**src/rtl/seven_segment_scan_driver.sv**
```systemverilog
// Time-multiplexed common-cathode seven-segment driver: double-buffered digit
// codes, BCD/hex decode, per-digit decimal points and leading-zero suppression.
module seven_segment_scan_driver #(
  parameter int DIGITS  = 4,
  parameter int CLK_DIV = 1000,
  parameter int HEX_EN  = 1
) (
  input  logic                  clk,
  input  logic                  rst,
  input  logic                  enable,
  input  logic [4*DIGITS-1:0]   digits_in,
  input  logic [DIGITS-1:0]     dp_in,
  input  logic                  blank_lz,
  input  logic                  load,
  output logic [7:0]            seg_out,
  output logic [DIGITS-1:0]     sel_out,
  output logic                  frame_done
);

  localparam int PW = $clog2(CLK_DIV);
  localparam int IW = $clog2(DIGITS);
  localparam logic [PW-1:0] P_LAST = PW'(CLK_DIV - 1);
  localparam logic [IW-1:0] I_LAST = IW'(DIGITS - 1);

  logic [PW-1:0]          pcnt;
  logic [IW-1:0]          idx;
  logic                   tick;
  logic                   wrap;
  logic                   commit;

  logic [4*DIGITS-1:0]    pend_digits;
  logic [DIGITS-1:0]      pend_dp;
  logic                   pend_lz;
  logic                   pend_v;
  logic [4*DIGITS-1:0]    disp_digits;
  logic [DIGITS-1:0]      disp_dp;
  logic                   disp_lz;

  logic [3:0]             cur_code;
  logic                   upper_nz;
  logic                   lz_blank;
  logic [7:0]             seg_next;

  function automatic logic [6:0] decode(input logic [3:0] code);
    logic [6:0] s;
    case (code)
      4'h0: s = 7'h3F;
      4'h1: s = 7'h06;
      4'h2: s = 7'h5B;
      4'h3: s = 7'h4F;
      4'h4: s = 7'h66;
      4'h5: s = 7'h6D;
      4'h6: s = 7'h7D;
      4'h7: s = 7'h07;
      4'h8: s = 7'h7F;
      4'h9: s = 7'h6F;
      4'hA: s = 7'h77;
      4'hB: s = 7'h7C;
      4'hC: s = 7'h39;
      4'hD: s = 7'h5E;
      4'hE: s = 7'h79;
      default: s = 7'h71;
    endcase
    if (HEX_EN == 0 && code > 4'd9) s = 7'h00;
    return s;
  endfunction

  assign tick   = enable && (pcnt == P_LAST);
  assign wrap   = tick && (idx == I_LAST);
  // Disabled cycles commit continuously so re-enable starts on fresh data.
  assign commit = wrap || !enable;

  always_ff @(posedge clk or posedge rst) begin
    if (rst) begin
      pcnt <= '0;
      idx  <= '0;
    end else if (!enable) begin
      pcnt <= '0;
      idx  <= '0;
    end else if (tick) begin
      pcnt <= '0;
      idx  <= wrap ? '0 : idx + IW'(1);
    end else begin
      pcnt <= pcnt + PW'(1);
    end
  end

  // A load coinciding with a commit bypasses pending and lands in the display.
  always_ff @(posedge clk or posedge rst) begin
    if (rst) begin
      pend_digits <= '0;
      pend_dp     <= '0;
      pend_lz     <= 1'b0;
      pend_v      <= 1'b0;
      disp_digits <= '0;
      disp_dp     <= '0;
      disp_lz     <= 1'b0;
    end else begin
      if (load) begin
        pend_digits <= digits_in;
        pend_dp     <= dp_in;
        pend_lz     <= blank_lz;
        pend_v      <= !commit;
      end else if (commit) begin
        pend_v      <= 1'b0;
      end
      if (commit) begin
        if (load) begin
          disp_digits <= digits_in;
          disp_dp     <= dp_in;
          disp_lz     <= blank_lz;
        end else if (pend_v) begin
          disp_digits <= pend_digits;
          disp_dp     <= pend_dp;
          disp_lz     <= pend_lz;
        end
      end
    end
  end

  always_comb begin
    cur_code = 4'd0;
    upper_nz = 1'b0;
    for (int i = 0; i < DIGITS; i++) begin
      if (i == int'(idx)) cur_code = disp_digits[4*i +: 4];
      if (i >= int'(idx) && disp_digits[4*i +: 4] != 4'd0) upper_nz = 1'b1;
    end
    lz_blank = disp_lz && (idx != '0) && !upper_nz;
    seg_next = {disp_dp[idx], lz_blank ? 7'h00 : decode(cur_code)};
  end

  // Output register stage: segments/select lag idx by one cycle.
  always_ff @(posedge clk or posedge rst) begin
    if (rst) begin
      seg_out    <= 8'h00;
      sel_out    <= '1;
      frame_done <= 1'b0;
    end else begin
      frame_done <= wrap;
      if (enable) begin
        seg_out <= seg_next;
        sel_out <= ~(DIGITS'(1) << idx);
      end else begin
        seg_out <= 8'h00;
        sel_out <= '1;
      end
    end
  end

endmodule
```
**config.mk**
```make
export PLATFORM = sky130hd
export DESIGN_NAME = seven_segment_scan_driver
export DESIGN_NICKNAME = d
export VERILOG_FILES = /design/src/rtl/seven_segment_scan_driver.sv
export SDC_FILE = /design/constraint.sdc
export NUM_CORES = 1
export LEC_CHECK = 0
export ABC_AREA = 1
export ABC_CLOCK_PERIOD_IN_PS = 6650
export CORE_MARGIN = 10
export CORE_UTILIZATION = 40
export DETAILED_ROUTE_END_ITERATION = 8
export SYNTH_ARGS = -nofsm -noshare
export SYNTH_HDL_FRONTEND = slang
export SYNTH_SLANG_ARGS = --single-unit
```
**constraint.sdc**
```tcl
create_clock -name clk -period 6.65 [get_ports clk]
set_input_delay 1.6625 -clock clk [delete_from_list [all_inputs] [get_ports clk]]
set_output_delay 1.6625 -clock clk [all_outputs]
set_load 0.02 [all_outputs]
```
==> results of run 1 <==
[worst max-delay path: stages]
cell             delay (ps)
clkdlybuf4s50_1         770
inv_1                   650
nand2_1                 600
nand2_4                 400
nand2_1                 100
nand2_1                  70
[per-layer routing]
metal | share of wire, % | wire length, um | vias up | global-route usage, %
li1 | - | - | 1315 | -
met1 | 51 | 3320 | 1122 | 15.4
met2 | 42 | 2740 | 54 | 17.6
met3 | 5.3 | 345 | 8 | 4.29
met4 | 1.3 | 84 | 0 | 3.81
met5 | 0 | 0 | - | 0
[metrics by stage]
step                      hold slack [ps]  util [%]
final                                 476      49.1
after CTS                             481      49.1
after global placement                461      46.9
after floorplan                       437         -
after global routing                  501      49.1
after detailed placement              464      46.9
[path summary, 6_finish.rpt]
kind,from,end
max reg2reg,idx[0],seg_out[1]
max in group asynchronous,rst,pend_digits[14]
max,load,disp_digits[0]
min reg2reg,pend_dp[2],pend_dp[2]
min in group asynchronous,rst,pcnt[9]
min,pend_dp[2],pend_dp[2]
[power by group]
group          internal [mW]  total [mW]  switching, mW
combinational         0.0616       0.155         0.0934
sequential             0.453       0.473         0.0197
clock                  0.168       0.313          0.145
total                  0.683       0.941          0.258
[sequential cells by signal (all words and copies together) (netlist names)]
signal       cells
seg_out          8
disp_lz          1
pend_digits     16
frame_done       1
disp_digits     16
pend_v           1
idx              2
pcnt            10
pend_lz          1
disp_dp          4
sel_out          4
pend_dp          4
[layout make-up]
type	count	area [um2]	area share, %
Clock inverter	3	40.0	1.05
Sequential cell	68	1710	44.5
Tap cell	102	128	3.33
Clock buffer	11	131	3.43
Multi-Input combinational cell	287	1340	34.8
Inverter	30	113	2.94
Timing Repair Buffer	38	378	9.86
[kinds of logic after synthesis]
logic type      Yosys count  synth area share, %
simple gates            251                 32.5
flops                    68                 52.6
buf+inv                  43                 6.21
compound gates           23                 3.74
fa+ha+maj                12                 4.63
xor+xnor                  1                0.270
[cell usage in the layout (no fill, tap or decap), drive strengths merged]
master,instances
nand2,166
dfrtp,64
nor2,39
nand3,38
clkdlybuf4s50,37
inv,30
a21oi,12
ha,12
clkbuf,11
o21ai,8
dfstp,4
nor3,4
clkinv,2
nand4,2
or2,1
a31oi,1
nor3b,1
a211oi,1
o211ai,1
xor2,1
bufinv,1
buf,1
==> impl_metrics.ini, run 1 <==
[worst_setup_path]
worstPathRequired_ps = 6930
crit_fanout = 23
critical_path_class = in2reg
start_kind = input pin
endpoint_kind = flop
worstPathArrival_ps = 4270
r2r_slack_ps = 4370
r2r_cells = 12

[clocking]
cts_buffers = 9
cts_tree = done
cts_root_buffer = clkbuf_8
path_clk_slew_ps = 70
clockBufferDepth = 2
htreeDepth = 3
cts_setup_buffers = 0
cts_resized = 0
insertion_delay_ps = 340
cts.sink_count = 68
postCtsHoldBufs = 0

[final_layout]
fin_cells = 539
fin_area_um2 = 3830
drive_gt1_share_pct = 6.86
nets = 471
fill_cells = 788
syn_to_final_growth_pct = 18.1
antenna-diode-count = 0

[floorplanning]
dieWidth_um = 110
io_pins = 38
die_h_um = 110
core_um2 = 7810
die_area_um2 = 12100
start_util_pct = 41.5
rows = 32

[timing]
slew_headroom_pct = 43.5
finalClockSkew_ps = 8.05
report.final.slew_viol_count = 0
fin_ws_ps = 2660
final.setup.tns_ps = 0
rsz0062_at_grt = no
fin_crit_sh_pct = 60.1
hold_viol = 0
clock.fmax_mhz = 250
worst_pin_slew_ps = 848
period_needed_ps = 3990
setup_viol_count_final = 0

[yosys]
yosysMostFrequentCell = nand2_1
synth_common_cells = nand2_1, dfrtp_1, nor2_1
synth_area_per_cell_um2 = 8.15
ys_warn_count = 0
synthCells = 398
post_synth_num_cell_types = 28
async_flop_share_pct = 100
yosysSeqAreaShare_pct = 52.6
synth_top_flop_cell = dfrtp_1
synth_largest_area_cell = dfrtp_1
mappedNetlistArea_um2 = 3240
synth_top_area_share_pct = 49.4
synthTopCellsByArea = dfrtp_1, nand2_1, nand3_1
synth_edf_count = 0
synth-seq-cells = 68
synth_fp_nets = 435

[power]
powerDensity_nw_per_um2 = 246
fin_total_pwr_mw = 0.941
p_leak_nw = 1.97
ir_worst_vdd_mv = 0.163

[route]
drt_iter0_markers = 92
vias = 2499
totalWireLength_um = 6490
wl_per_cell_um = 12.0
drt_pass1_iterations = 4
drcViolationCount = 0
viasPerCell = 4.64
ant_nets = 0

[flow_run]
cap_violations = 0

[placement]
routabilityCongestion = 0.827
place_inst = 525
place_ws_ps = 2250
hpwlAfterDp_um = 4710
place_area_um2 = 3660
port_buffers = 37

[worst_hold_path]
hp-class = reg2reg
min_path_cells = 2

[global_routing]
grt_overflow_total = 0
antenna_found_initial = 0
grt_max_degree = 69
grt_pass1_vias = 2552
grt.total_usage_pct = 11.7
grt_pass1_wl_um = 11500

[outcome]
outcome = completed
No activity file was read; power rests on OpenSTA's default activity.
==> run 2: changes to the inputs <==
- ABC_CLOCK_PERIOD_IN_PS: 6650 -> 3200
- clock period: 6.65 -> 3.2 ns (I/O delays scaled with it)
==> run 2 against run 1 <==
Sequential power increased by 110%. Clock-buffer cell count decreased by 1. Final area increased by 2.3%. Power increased by 120%.
==> impl_metrics.ini, run 2 (synthesis results as in run 1) <==
[outcome]
outcome = completed

[timing]
final.setup.tns_ps = 0
period_needed_ps = 2280
setup_viol_count_final = 0
report.final.slew_viol_count = 0
rsz0062_at_grt = no
hold_viol = 0
clock.fmax_mhz = 438
finalClockSkew_ps = 11.0
fin_crit_sh_pct = 71.4
worst_pin_slew_ps = 424
slew_headroom_pct = 71.7

[worst_hold_path]
hp-class = reg2reg
holdPathEnd = pend_dp[3]
min_path_cells = 2
hp-start = pend_dp[3]

[final_layout]
fin_cells = 545
syn_to_final_growth_pct = 20.8
nets = 475
drive_gt1_share_pct = 8.35
post-route-util_pct = 50.2
final_common_cell = nand2_1
antenna-diode-count = 0
top_regs = disp_digits (16), pend_digits (16), pcnt (10)
layout_common_cells = nand2_1, dfrtp_1, nor2_1

[power]
p_leak_nw = 2.00
fin_total_pwr_mw = 2.09
powerDensity_nw_per_um2 = 533
ir_worst_vdd_mv = 0.313

[floorplanning]
die_area_um2 = 12100
io_pins = 38
start_util_pct = 41.5
die_h_um = 110
core_um2 = 7810
rows = 32
dieWidth_um = 110

[route]
totalWireLength_um = 6610
drt_iter0_markers = 110
drt_pass1_iterations = 4
vias = 2537
ant_nets = 0
drcViolationCount = 0
wl_per_cell_um = 12.1
viasPerCell = 4.66

[placement]
port_buffers = 37
place_inst = 529
hpwlAfterDp_um = 4630
routabilityCongestion = 0.791

[clocking]
postCtsHoldBufs = 0
cts_resized = 0
cts_tree = done
insertion_delay_ps = 350
cts_root_buffer = clkbuf_8
cts_setup_buffers = 0
path_clk_slew_ps = 80
cts.sink_count = 68
cts_buffers = 9
htreeDepth = 3
clockBufferDepth = 2

[worst_setup_path]
cpPeakStageDelay_ps = 460
worstPathArrival_ps = 2530
slowest_stage = dfrtp_1
regToRegStartpoint = idx[0]
critical_path_class = reg2reg
worstPathRequired_ps = 3440
crit_buf_inv = 3
cpLargestDelayFamily = adder cells
endpoint_kind = flop
r2r_slack_ps = 920
crit_fanout = 6
path_cells = inv_1 -> ha_1 -> inv_1 -> nor2_1 -> nor2_1 -> nand2_1 -> nand2_1 -> inv_1 -> ha_1 -> nand3_1 -> o21ai_0 -> nor2_1
r2r_cells = 12
r2r-end = seg_out[1]
start_kind = flop

[global_routing]
grt_overflow_total = 0
grt_max_degree = 69
grt_pass1_vias = 2466
antenna_found_initial = 0
grt.total_usage_pct = 11.9
grt_pass1_wl_um = 11600

[flow_run]
cap_violations = 0
==> run 2: changes by cell type in the layout (fill, tap and decap cells not counted) <==
cell	previous run	this run
buf_4	1	4
clkinvlp_4	0	2
buf_12	0	1
bufinv_16	1	2
clkbuf_1	2	1
clkinv_2	2	1
clkinv_4	0	1
==> run 2: final cells by class <==
class,count,area [um2]
Clock inverter,6,88.8
Tap cell,102,128
Sequential cell,68,1710
Clock buffer,10,128
Fill cell,800,3890
Multi-Input combinational cell,287,1340
Timing Repair Buffer,42,420
Inverter,30,113
==> run 2: how the worst max path moves through the flow <==
stage	start	endpoint	depth (start not counted)
3_3_place_gp	enable	disp_dp[2]	9
6_report	idx[0]	seg_out[1]	12
3_5_place_dp	enable	disp_dp[0]	9
2_1_floorplan	rst	disp_digits[0]	1
4_1_cts	sel_out[2]	sel_out[2]	1
5_1_grt	idx[0]	seg_out[3]	13
==> run 2: per-stage QoR <==
step                      cell area (um2)  setup slack (ps)  hold slack [ps]
final                                3920               916              477
after global routing                 3920               636              501
after global placement               3700               766              458
after CTS                            3920               900              483
after detailed placement             3700               707              462
after floorplan                      3240               695              437
==> run 2: where the power goes <==
group          switching, mW  total, mW  leakage (nW)  internal [mW]
Clock                  0.338      0.777         0.102          0.439
Combinational          0.196      0.329          1.05          0.133
Sequential            0.0413      0.983         0.855          0.942
Total                  0.575       2.09          2.00           1.51
==> run 2: routing by layer <==
metal	routed length (um)	global-route usage, %
met1	3320	15.9
met2	2770	17.3
met3	392	3.95
met4	123	4.93
met5	0	0
==> run 2: worst register-to-register path, stage by stage (launching register included) <==
cell and delay, ps:
dfrtp_1 460, inv_1 140, ha_1 310, inv_1 140, nor2_1 50, nor2_1 80
nand2_1 60, nand2_1 180, inv_1 120, ha_1 290, nand3_1 100, o21ai_0 190
nor2_1 60
